[config.mk]
export PLATFORM = sky130hd
export DESIGN_NAME = mc_main_control
export DESIGN_NICKNAME = d
export VERILOG_FILES = /design/src/rtl/mc_ctrl_pkg.sv /design/src/rtl/mc_mem_wait_timer.sv /design/src/rtl/mc_main_control.sv
export SDC_FILE = /design/constraint.sdc
export NUM_CORES = 1
export LEC_CHECK = 0
export CORE_MARGIN = 3
export CORE_UTILIZATION = 53
export DETAILED_ROUTE_END_ITERATION = 10
export PLACE_DENSITY_LB_ADDON = 0.3
export SYNTH_ARGS = -nofsm -noshare
export SYNTH_HDL_FRONTEND = slang
export SYNTH_SLANG_ARGS = --single-unit
[constraint.sdc]
create_clock -name clk -period 3.5 [get_ports clk]
set_input_delay 0.7 -clock clk [delete_from_list [all_inputs] [get_ports clk]]
set_output_delay 0.7 -clock clk [all_outputs]
set_load 0.05 [all_outputs]
[src/rtl/mc_ctrl_pkg.sv]
// Shared encodings for the multicycle CPU main control FSM: states, opcodes and
// datapath select codes.
package mc_ctrl_pkg;

  typedef enum logic [3:0] {
    ST_RESET  = 4'd0,
    ST_FETCH  = 4'd1,
    ST_DECODE = 4'd2,
    ST_MEMADR = 4'd3,
    ST_MEMRD  = 4'd4,
    ST_MEMWB  = 4'd5,
    ST_MEMWR  = 4'd6,
    ST_EXEC   = 4'd7,
    ST_ALUWB  = 4'd8,
    ST_BRANCH = 4'd9,
    ST_JUMP   = 4'd10,
    ST_HALT   = 4'd11,
    ST_FAULT  = 4'd12
  } state_e;

  localparam logic [5:0] OP_LW   = 6'b010000;
  localparam logic [5:0] OP_SW   = 6'b010001;
  localparam logic [5:0] OP_BEQ  = 6'b011000;
  localparam logic [5:0] OP_BNE  = 6'b011001;
  localparam logic [5:0] OP_J    = 6'b100000;
  localparam logic [5:0] OP_HALT = 6'b111111;

  localparam logic [2:0] CLS_RTYPE = 3'b000;
  localparam logic [2:0] CLS_ITYPE = 3'b001;

  localparam logic [1:0] ALUOP_ADD   = 2'b00;
  localparam logic [1:0] ALUOP_IMM   = 2'b01;
  localparam logic [1:0] ALUOP_BR    = 2'b10;
  localparam logic [1:0] ALUOP_RTYPE = 2'b11;

  localparam logic [1:0] SRCB_B     = 2'b00;
  localparam logic [1:0] SRCB_FOUR  = 2'b01;
  localparam logic [1:0] SRCB_IMM   = 2'b10;
  localparam logic [1:0] SRCB_IMMSH = 2'b11;

  localparam logic [1:0] PCSRC_ALU    = 2'b00;
  localparam logic [1:0] PCSRC_ALUOUT = 2'b01;
  localparam logic [1:0] PCSRC_JUMP   = 2'b10;

  typedef enum logic [2:0] {
    OPC_RTYPE   = 3'd0,
    OPC_ITYPE   = 3'd1,
    OPC_MEM     = 3'd2,
    OPC_BRANCH  = 3'd3,
    OPC_JUMP    = 3'd4,
    OPC_HALT    = 3'd5,
    OPC_ILLEGAL = 3'd6
  } op_class_e;

  function automatic op_class_e classify(input logic [5:0] op);
    op_class_e cls;
    cls = OPC_ILLEGAL;
    if (op[5:3] == CLS_RTYPE) begin
      cls = OPC_RTYPE;
    end else if (op[5:3] == CLS_ITYPE) begin
      cls = OPC_ITYPE;
    end else begin
      case (op)
        OP_LW, OP_SW:   cls = OPC_MEM;
        OP_BEQ, OP_BNE: cls = OPC_BRANCH;
        OP_J:           cls = OPC_JUMP;
        OP_HALT:        cls = OPC_HALT;
        default:        cls = OPC_ILLEGAL;
      endcase
    end
    return cls;
  endfunction

endpackage

[src/rtl/mc_mem_wait_timer.sv]
// Counts consecutive cycles a memory access waits for ready and flags the
// timeout limit; TIMEOUT_CYCLES of 0 never expires.
module mc_mem_wait_timer #(
  parameter int unsigned TIMEOUT_CYCLES = 255
) (
  input  logic clk,
  input  logic rst_n,
  input  logic start,
  input  logic ready,
  output logic expired
);

  localparam int unsigned CNT_W = (TIMEOUT_CYCLES < 2) ? 1 : $clog2(TIMEOUT_CYCLES + 1);

  logic [CNT_W-1:0] cnt_r;
  logic             limit_s;

  // The current waiting cycle is the one that reaches the limit.
  assign limit_s = (32'(cnt_r) + 32'd1) >= TIMEOUT_CYCLES;
  assign expired = (TIMEOUT_CYCLES != 32'd0) && !ready && limit_s;

  // Wait counter: cleared on entry to a memory state, saturates at the limit.
  always_ff @(posedge clk or negedge rst_n) begin
    if (!rst_n) begin
      cnt_r <= {CNT_W{1'b0}};
    end else if (start) begin
      cnt_r <= {CNT_W{1'b0}};
    end else if (!ready && !limit_s) begin
      cnt_r <= cnt_r + CNT_W'(1);
    end else begin
      cnt_r <= cnt_r;
    end
  end

endmodule

[src/rtl/mc_main_control.sv]
// Main control FSM of the multicycle CPU. Optional perf counters are enabled
// with the MC_PERF_CNT_EN macro.
module mc_main_control
  import mc_ctrl_pkg::*;
#(
  parameter int unsigned TIMEOUT_CYCLES = 255
`ifdef MC_PERF_CNT_EN
  ,
  parameter int unsigned CNT_W = 32
`endif
) (
  input  logic       clk,
  input  logic       rst_n,
  input  logic [5:0] Opcode,
  input  logic       mem_ready,
  output logic       PCWrite,
  output logic       PCWriteCond,
  output logic       BranchNe,
  output logic       IorD,
  output logic       MemRead,
  output logic       MemWrite,
  output logic       IRWrite,
  output logic       MemtoReg,
  output logic       RegDst,
  output logic       RegWrite,
  output logic       ALUSrcA,
  output logic [1:0] ALUSrcB,
  output logic [1:0] PCSource,
  output logic [1:0] ALUOp,
  output logic [3:0] state_o,
  output logic       halted,
  output logic       fault
`ifdef MC_PERF_CNT_EN
  ,
  output logic [CNT_W-1:0] cycle_cnt,
  output logic [CNT_W-1:0] instr_cnt
`endif
);

  state_e    state_r;
  state_e    state_next_s;
  op_class_e op_class_s;
  logic      expired_s;
  logic      timer_start_s;

  assign op_class_s    = classify(Opcode);
  assign timer_start_s = (state_next_s != state_r);
  assign state_o       = state_r;

  mc_mem_wait_timer #(
    .TIMEOUT_CYCLES(TIMEOUT_CYCLES)
  ) u_wait_timer (
    .clk    (clk),
    .rst_n  (rst_n),
    .start  (timer_start_s),
    .ready  (mem_ready),
    .expired(expired_s)
  );

  // State register.
  always_ff @(posedge clk or negedge rst_n) begin
    if (!rst_n) begin
      state_r <= ST_RESET;
    end else begin
      state_r <= state_next_s;
    end
  end

  // Next-state and Moore output decode; only FETCH strobes follow mem_ready.
  always_comb begin
    state_next_s = state_r;
    PCWrite      = 1'b0;
    PCWriteCond  = 1'b0;
    BranchNe     = 1'b0;
    IorD         = 1'b0;
    MemRead      = 1'b0;
    MemWrite     = 1'b0;
    IRWrite      = 1'b0;
    MemtoReg     = 1'b0;
    RegDst       = 1'b0;
    RegWrite     = 1'b0;
    ALUSrcA      = 1'b0;
    ALUSrcB      = SRCB_B;
    PCSource     = PCSRC_ALU;
    ALUOp        = ALUOP_ADD;
    halted       = 1'b0;
    fault        = 1'b0;
    case (state_r)
      ST_RESET: state_next_s = ST_FETCH;
      ST_FETCH: begin
        MemRead = 1'b1;
        ALUSrcB = SRCB_FOUR;
        if (mem_ready) begin
          IRWrite      = 1'b1;
          PCWrite      = 1'b1;
          state_next_s = ST_DECODE;
        end else if (expired_s) begin
          state_next_s = ST_FAULT;
        end else begin
          state_next_s = ST_FETCH;
        end
      end
      ST_DECODE: begin
        ALUSrcB = SRCB_IMMSH;
        case (op_class_s)
          OPC_RTYPE, OPC_ITYPE: state_next_s = ST_EXEC;
          OPC_MEM:              state_next_s = ST_MEMADR;
          OPC_BRANCH:           state_next_s = ST_BRANCH;
          OPC_JUMP:             state_next_s = ST_JUMP;
          OPC_HALT:             state_next_s = ST_HALT;
          default:              state_next_s = ST_FAULT;
        endcase
      end
      ST_MEMADR: begin
        ALUSrcA = 1'b1;
        ALUSrcB = SRCB_IMM;
        if (Opcode == OP_SW) begin
          state_next_s = ST_MEMWR;
        end else begin
          state_next_s = ST_MEMRD;
        end
      end
      ST_MEMRD: begin
        MemRead = 1'b1;
        IorD    = 1'b1;
        if (mem_ready) begin
          state_next_s = ST_MEMWB;
        end else if (expired_s) begin
          state_next_s = ST_FAULT;
        end else begin
          state_next_s = ST_MEMRD;
        end
      end
      ST_MEMWB: begin
        RegWrite     = 1'b1;
        MemtoReg     = 1'b1;
        state_next_s = ST_FETCH;
      end
      ST_MEMWR: begin
        MemWrite = 1'b1;
        IorD     = 1'b1;
        if (mem_ready) begin
          state_next_s = ST_FETCH;
        end else if (expired_s) begin
          state_next_s = ST_FAULT;
        end else begin
          state_next_s = ST_MEMWR;
        end
      end
      ST_EXEC: begin
        ALUSrcA = 1'b1;
        if (op_class_s == OPC_RTYPE) begin
          ALUOp   = ALUOP_RTYPE;
          ALUSrcB = SRCB_B;
        end else begin
          ALUOp   = ALUOP_IMM;
          ALUSrcB = SRCB_IMM;
        end
        state_next_s = ST_ALUWB;
      end
      ST_ALUWB: begin
        RegWrite     = 1'b1;
        RegDst       = (op_class_s == OPC_RTYPE);
        state_next_s = ST_FETCH;
      end
      ST_BRANCH: begin
        ALUSrcA      = 1'b1;
        ALUOp        = ALUOP_BR;
        PCWriteCond  = 1'b1;
        PCSource     = PCSRC_ALUOUT;
        BranchNe     = Opcode[0];
        state_next_s = ST_FETCH;
      end
      ST_JUMP: begin
        PCWrite      = 1'b1;
        PCSource     = PCSRC_JUMP;
        state_next_s = ST_FETCH;
      end
      ST_HALT: begin
        halted       = 1'b1;
        state_next_s = ST_HALT;
      end
      ST_FAULT: begin
        fault        = 1'b1;
        state_next_s = ST_FAULT;
      end
      default: begin
        fault        = 1'b1;
        state_next_s = ST_FAULT;
      end
    endcase
  end

`ifdef MC_PERF_CNT_EN
  // Perf counters: active cycles, and completed instructions on return to FETCH.
  always_ff @(posedge clk or negedge rst_n) begin
    if (!rst_n) begin
      cycle_cnt <= {CNT_W{1'b0}};
      instr_cnt <= {CNT_W{1'b0}};
    end else begin
      if ((state_r != ST_RESET) && (state_r != ST_HALT) && (state_r != ST_FAULT)) begin
        cycle_cnt <= cycle_cnt + CNT_W'(1);
      end else begin
        cycle_cnt <= cycle_cnt;
      end
      if ((state_next_s == ST_FETCH) && (state_r != ST_FETCH) && (state_r != ST_RESET)) begin
        instr_cnt <= instr_cnt + CNT_W'(1);
      end else begin
        instr_cnt <= instr_cnt;
      end
    end
  end
`endif

endmodule

==> summary.md, run 1 <==
| Metric | Value |
|---|---|
| Dpl hpwl | 2711 um |
| Filler cells | 159 |
| Detailed Route WL | 3574 um |
| Most frequent cells in the layout | 27 x clkdlybuf4s50_1, 16 x nor2_1, 14 x nand2_1 |
| GRT Util Overall | 27.13% |
| Leakage | 0.6022 nW |
| Root Buffer Master | clkbuf_4 |
| Initial core utilization | 59.52% |
| Post-CTS Setup Repair Bufs | 0 |
| Final period utilization | 93.87% |
| Fmax | 304.4 MHz |
| YS warnings | 0 |
| Status | complete, no violations |
| TritonRoute pass-1 iters | 4 |
| Worst R2R End | u_wait_timer.cnt_r[1]$_DFFE_PN0P_ |
| Syn_area_per_cell | 7.676 sq um |
| Netlist Area Pre-Place | 1251 sq um |
| IO Count | 32 |
| Register bit total from synthesis | 12 |
| Worst Path Class, Setup | input port to output port |
| R2R setup slack | 930 ps |
| Primary FF master, synth | dfrtp_1 |
| Critical Path Sink | ALUSrcB[1] |
| FP Rows | 16 |
| Worst r2r path cells | 7 |
| RSZ-0062 raised after global routing | false |
| P&R area growth vs syn | 27.70% |
| Cells after synthesis | 163 |
| Pwr/cell area | 856.2 nW/um^2 |
| Crit path required time | 2800 ps |
| Share of layout cells above drive strength 1 | 13.68% |
| Maximum VDD drop | 758.8 uV |
| R2R Path Start | u_wait_timer.cnt_r[0]$_DFFE_PN0P_ |
| DRC viols | 0 |
| Tmin final | 3285 ps |
| Mapped Nets | 174 |
| Commonest non-fill, non-tap cell in the layout | clkdlybuf4s50_1 |
| CTS H-tree depth | 1 |
| Max Slew Vio Count | 0 |
| Synth top area cells | dfrtp_1 24%, nand2b_1 5.5%, a21oi_1 4.8% |
| Clk_lat worst skew | 280 ps |
| EDFF count, synth | 0 |
| Crit. End Element | output port |
| Final #Nets | 202 |
| Share of the synthesized area in the top cell type | 24.00% |
| Die width | 54.59 um |
| Tightest Pin Transition | 572.9 ps |
| Final setup margin | 214.7 ps |
| Vias in the first global route | 1304 |
| Vias post-DR | 1410 |
| RePlAce Congestion | 0.8513 |
| Ant diodes | 0 |
| Critical path launch point type | input port |
| Setup violations, final | 0 |
| CP max FO | 6 |
| Largest net degree at the start of global routing | 18 |
| First-pass GRT wire length | 5920 um |
| Initial antenna violation count | 0 |
| Synth cell types | 48 |
| Clk sinks | 12 |
| Final cell count without fillers | 217 |
| Wirelength per Cell | 16.47 um |
| Setup TNS | 0 ps |
| Worst Skew | 4.923 ps |
| Hold WC Path Type | register to register |
| 1st-iter DRT viols | 103 |
| Pre-CTS setup slack | 210.5 ps |
| Synth area leader | dfrtp_1 |
| Core Footprint | 2102 sq um |
| Slew margin rel. | 61.68% |
| Total power draw | 1.368 mW |
| Clock Tree Buf Depth | 2 |
| Register clock-pin slew on the reported worst setup and hold paths | 80 ps |
| Vias per cell | 6.498 |
| I/O Buffers | 31 |
| Hold Violations, Final | 0 |
| Placed Cells | 213 |
| CTS tree | yes |
| Post-synthesis sequential area ratio | 24.00% |
| Post-route ant nets | 0 |
| CTS Buf Count | 3 |
| Cts hold-fix bufs | 0 |
| Worst setup path start | Opcode[4] |
| Die footprint | 2980 sq um |
| Grt total ovfl | 0 |
| CTS resizes | 0 |
| Fraction of registers with async set/reset | 100.0% |
| Critical path data arrival time | 2590 ps |
| Hold Startpoint | u_wait_timer.cnt_r[7]$_DFFE_PN0P_ |
| Die Ht | 54.59 um |
| Max_cap viols | 0 |
-- sequential cells by signal, summed over array words and instances (netlist names) --
register,count
state_o,4
u_wait_timer.cnt_r,8
-- worst max-delay path, stage by stage --
cell and delay [ps]:
clkdlybuf4s50_1 490, or3_2 520, nand2_1 90, a21oi_1 60, clkdlybuf4s50_1 720
-- per-stage QoR --
step / util, % / instance area [sq um] / hold slack, ps
after global placement: 74.29 / 1562 / 564.6
after CTS: 76.01 / 1598 / 590.2
after global routing: 76.01 / 1598 / 644.9
final: 76.01 / 1598 / 592.8
after detailed placement: 74.29 / 1562 / 579.2
after floorplan: - / 1251 / 404.4
-- power breakdown --
group	total, mW	internal (mW)	leakage, nW	switching, mW
combinational	1.02	0.341	0.419	0.679
clock	0.114	0.0633	0.0210	0.0508
sequential	0.233	0.164	0.162	0.0691
-- worst min path at each step --
| stage | endpoint | slack (ps) | cells past startpoint |
|---|---|---|---|
| 2_1_floorplan | state_o[0]$_DFF_PN0_ | 400 | 0 |
| 3_3_place_gp | u_wait_timer.cnt_r[7]$_DFFE_PN0P_ | 560 | 2 |
| 3_5_place_dp | u_wait_timer.cnt_r[7]$_DFFE_PN0P_ | 580 | 2 |
| 4_1_cts | u_wait_timer.cnt_r[7]$_DFFE_PN0P_ | 590 | 2 |
| 5_1_grt | u_wait_timer.cnt_r[7]$_DFFE_PN0P_ | 640 | 2 |
| 6_report | u_wait_timer.cnt_r[7]$_DFFE_PN0P_ | 590 | 2 |
-- cells in the mapped netlist, types with 2 or more instances --
cell type  number
buf_4           2
buf_6           2
clkbuf_1        3
buf_2           3
or2_2           4
xnor2_1         3
inv_1           6
nor4_1          2
nor2_1         16
a221oi_2        3
nand3b_1        2
nand2b_2        2
and2_1          4
nand3_1         3
a21oi_1        12
a211oi_1        8
nor2b_1         2
nand2b_1       11
dfrtp_1        12
nor3_1          4
or3_1           5
o21ai_0         8
nand4_1         4
ha_1            2
a311oi_1        2
o22ai_1         2
nand2_1        14
nand3_2         2
-- per-layer routing --
layer / up-vias / routed length [um] / track usage (%) / share of wire, %
li1: 656 / - / - / -
met1: 663 / 1511 / 36.29 / 42
met2: 80 / 1693 / 43.11 / 47
met3: 11 / 285 / 5.995 / 8.0
met4: 0 / 84 / 8.299 / 2.4
met5: - / 0 / 0 / 0
-- kinds of logic (layout without fill, tap and decap cells) --
| logic type | count (synthesis) | after routing | share of synthesized area, % |
|---|---|---|---|
| AND/OR/NAND/NOR | 81 | 81 | 36.20 |
| AO/OA/AOI/OAI | 47 | 47 | 27.10 |
| buffers and inverters | 16 | 43 | 6.899 |
| flip-flops | 12 | 12 | 24.00 |
| XOR/XNOR | 3 | 3 | 2.100 |
| adder cells (fa/ha/maj) | 2 | 2 | 2.000 |
| multiplexers | 2 | 2 | 1.700 |
-- final cells by class --
type                            count  area, sq um  share of cell area, %
Multi-Input combinational cell    135        864.6                  54.11
Clock buffer                        4        36.28                  2.271
Timing Repair Buffer               33        340.3                  21.30
Sequential cell                    12        300.3                  18.79
Inverter                            6        22.52                  1.410
Tap cell                           27        33.78                  2.114
Note: power is estimated with default switching activity, not from simulation.
==> inputs of run 2 (changes only) <==
--- a/config.mk
+++ b/config.mk
@@ -5,8 +5,10 @@
 export SDC_FILE = /design/constraint.sdc
 export NUM_CORES = 1
 export LEC_CHECK = 0
+export CELL_PAD_IN_SITES_DETAIL_PLACEMENT = 0
+export CELL_PAD_IN_SITES_GLOBAL_PLACEMENT = 2
 export CORE_MARGIN = 3
-export CORE_UTILIZATION = 53
+export CORE_UTILIZATION = 29
 export DETAILED_ROUTE_END_ITERATION = 10
 export PLACE_DENSITY_LB_ADDON = 0.3
 export SYNTH_ARGS = -nofsm -noshare
==> run 2 against run 1 <==
Sequential cell count unchanged. Clock skew up 2.0 ps. Register-to-register slack barely moved. Cell area increased by 2.9%. Total power rose by 1.8%. Final cell count rose by 11%. Wire length is 2.1% higher. Global-route usage decreased by 12 points. Critical path depth is 1 lower. Setup slack better by 150 ps.
==> summary.md, run 2 (synthesis results as in run 1) <==
| Metric | Value |
|---|---|
| Status | complete, no violations (unchanged) |
| Detailed Route WL | 3648 um (was 3574 um) |
| Clock Tree Buf Depth | 2 (unchanged) |
| Critical Path Sink | BranchNe (was ALUSrcB[1]) |
| R2R setup slack | 920 ps (was 930 ps) |
| Cts hold-fix bufs | 0 (unchanged) |
| GRT Util Overall | 14.97% (was 27.13%) |
| IO Count | 32 (unchanged) |
| Die Ht | 71.69 um (was 54.59 um) |
| Sequential Power Share | 15.8% (was 17.1%) |
| Root Buffer Master | clkbuf_8 (was clkbuf_4) |
| Max_cap viols | 0 (unchanged) |
| Clk sinks | 12 (unchanged) |
| Maximum VDD drop | 301.7 uV (was 758.8 uV) |
| Wirelength per Cell | 15.14 um (was 16.47 um) |
| Switching Power | 801.1 uW (was 799.1 uW) |
| Final setup margin | 367.1 ps (was 214.7 ps) |
| Worst Path Class, Setup | register to output port (was input port to output port) |
| Commonest non-fill, non-tap cell in the layout | clkdlybuf4s50_1 (unchanged) |
| Crit. End Element | output port (unchanged) |
| Setup TNS | 0 ps (unchanged) |
| I/O Buffers | 31 (unchanged) |
| RePlAce Congestion | 0.8146 (was 0.8513) |
| RSZ-0062 raised after global routing | false (unchanged) |
| Worst R2R End | u_wait_timer.cnt_r[5]$_DFFE_PN0P_ (was u_wait_timer.cnt_r[1]$_DFFE_PN0P_) |
| CTS resizes | 0 (unchanged) |
| Switching Fraction | 57.54% (was 58.41%) |
| CP max FO | 15 (was 6) |
| Worst setup path start | state_o[3]$_DFF_PN0_ (was Opcode[4]) |
| Hold WC Path Type | register to register (unchanged) |
| Die footprint | 5139 sq um (was 2980 sq um) |
| Most frequent cells in the layout | 26 x clkdlybuf4s50_1, 16 x nor2_1, 14 x nand2_1 (was 27 x clkdlybuf4s50_1, 16 x nor2_1, 14 x nand2_1) |
| Logic pwr share | 75.2% (was 74.6%) |
| Largest net degree at the start of global routing | 17 (was 18) |
| Register clock-pin slew on the reported worst setup and hold paths | 50 ps (was 80 ps) |
| Top reg by flops | u_wait_timer.cnt_r (unchanged) |
| P&R area growth vs syn | 31.40% (was 27.70%) |
| Hold Violations, Final | 0 (unchanged) |
| Fmax | 319.2 MHz (was 304.4 MHz) |
| Tmin final | 3133 ps (was 3285 ps) |
| Worst Skew | 6.949 ps (was 4.923 ps) |
| Core Footprint | 4086 sq um (was 2102 sq um) |
| Int Power | 591.3 uW (was 569.0 uW) |
| CTS Buf Count | 3 (unchanged) |
| CTS tree | yes (unchanged) |
| Post-route ant nets | 0 (unchanged) |
| Max reg flops | 8 (unchanged) |
| 1st-iter DRT viols | 63 (was 103) |
| Initial core utilization | 30.62% (was 59.52%) |
| Worst r2r path cells | 7 (unchanged) |
| Dpl hpwl | 2793 um (was 2711 um) |
| Post-CTS Setup Repair Bufs | 0 (unchanged) |
| Share of layout cells above drive strength 1 | 14.66% (was 13.68%) |
| Pwr/cell area | 846.9 nW/um^2 (was 856.2 nW/um^2) |
| Ant diodes | 0 (unchanged) |
| Vias in the first global route | 1260 (was 1304) |
| Critical path data arrival time | 2430 ps (was 2590 ps) |
| Filler cells | 429 (was 159) |
| Tightest Pin Transition | 594.0 ps (was 572.9 ps) |
| Final #Nets | 204 (was 202) |
| CTS H-tree depth | 1 (unchanged) |
| First-pass GRT wire length | 6313 um (was 5920 um) |
| Clock network power share | 9.1% (was 8.3%) |
| Vias per cell | 5.531 (was 6.498) |
| Grt total ovfl | 0 (unchanged) |
| R2R Path Start | u_wait_timer.cnt_r[0]$_DFFE_PN0P_ (unchanged) |
| DRC viols | 0 (unchanged) |
| Clk_lat worst skew | 240 ps (was 280 ps) |
| Crit path required time | 2800 ps (about the same) |
| Final period utilization | 89.51% (was 93.87%) |
| Leakage | 0.6147 nW (was 0.6022 nW) |
| FP Rows | 23 (was 16) |
| Pre-CTS setup slack | 447.8 ps (was 210.5 ps) |
| Vias post-DR | 1333 (was 1410) |
| Max Slew Vio Count | 0 (unchanged) |
| TritonRoute pass-1 iters | 4 (unchanged) |
| Critical path launch point type | register (was input port) |
| Slew margin rel. | 60.28% (was 61.68%) |
| Die width | 71.69 um (was 54.59 um) |
| Initial antenna violation count | 0 (unchanged) |
| Setup violations, final | 0 (unchanged) |
==> run 2: worst min path at each step <==
| stage | slack (ps) | startpoint | cells after the start | endpoint |
|---|---|---|---|---|
| final | 580 | u_wait_timer.cnt_r[7]$_DFFE_PN0P_ | 2 | u_wait_timer.cnt_r[7]$_DFFE_PN0P_ |
| after CTS | 580 | u_wait_timer.cnt_r[7]$_DFFE_PN0P_ | 2 | u_wait_timer.cnt_r[7]$_DFFE_PN0P_ |
| after global placement | 570 | u_wait_timer.cnt_r[7]$_DFFE_PN0P_ | 2 | u_wait_timer.cnt_r[7]$_DFFE_PN0P_ |
| after global routing | 620 | u_wait_timer.cnt_r[7]$_DFFE_PN0P_ | 2 | u_wait_timer.cnt_r[7]$_DFFE_PN0P_ |
| after floorplan | 400 | rst_n | 0 | state_o[0]$_DFF_PN0_ |
| after detailed placement | 570 | u_wait_timer.cnt_r[7]$_DFFE_PN0P_ | 2 | u_wait_timer.cnt_r[7]$_DFFE_PN0P_ |
==> run 2: per-layer routing <==
| metal | vias to the layer above | track usage (%) | wire length (um) |
|---|---|---|---|
| met4 | 0 | 1.253 | 8 |
| met5 | - | 0 | 0 |
| met3 | 2 | 3.787 | 237 |
| li1 | 655 | - | - |
| met2 | 44 | 22.14 | 1572 |
| met1 | 632 | 22.67 | 1829 |
==> run 2: critical path: stages, from the launching register on <==
cell and delay, ps:
dfrtp_1 610, nand2b_1 310, nor2_1 310, and2_1 170, clkdlybuf4s50_1 800
==> run 2: cell type report <==
cell class | count | area (sq um) | share of cell area (%)
inverter | 6 | 22.52 | 1.370
sequential | 12 | 300.3 | 18.26
timing repair buffer | 35 | 352.8 | 21.46
multi-input combinational | 135 | 864.6 | 52.59
tap | 50 | 62.56 | 3.805
clock buffer | 3 | 41.29 | 2.511
==> run 2: power by group through the flow <==
stage	clock (mW)	sequential (mW)	combinational, mW
finish	0.126	0.219	1.05
detailed placement	0	0.223	1.05
global placement	0	0.221	1.05
global route	0.138	0.227	1.12
CTS	0.129	0.220	1.05
floorplan	0	0.266	0.727
==> run 2: per-stage QoR <==
step | util, % | instances | hold WS [ps] | instance area, sq um | total power [mW]
after CTS | 40.23 | 241 | 581.5 | 1644 | 1.403
after global placement | 39.22 | 238 | 565.9 | 1603 | 1.270
after detailed placement | 39.22 | 238 | 571.8 | 1603 | 1.271
final | 40.23 | 241 | 583.3 | 1644 | 1.392
after floorplan | - | 163 | 404.4 | 1251 | 0.9932
after global routing | 40.23 | 241 | 620.6 | 1644 | 1.485
==> inputs of run 3 (changes only) <==
--- a/config.mk
+++ b/config.mk
@@ -11,6 +11,7 @@
 export CORE_UTILIZATION = 29
 export DETAILED_ROUTE_END_ITERATION = 10
 export PLACE_DENSITY_LB_ADDON = 0.3
+export SKIP_LAST_GASP = 1
 export SYNTH_ARGS = -nofsm -noshare
 export SYNTH_HDL_FRONTEND = slang
 export SYNTH_SLANG_ARGS = --single-unit
==> results of run 3 <==
Same layout as run 2: the final DEF is identical, and so are final timing and power.
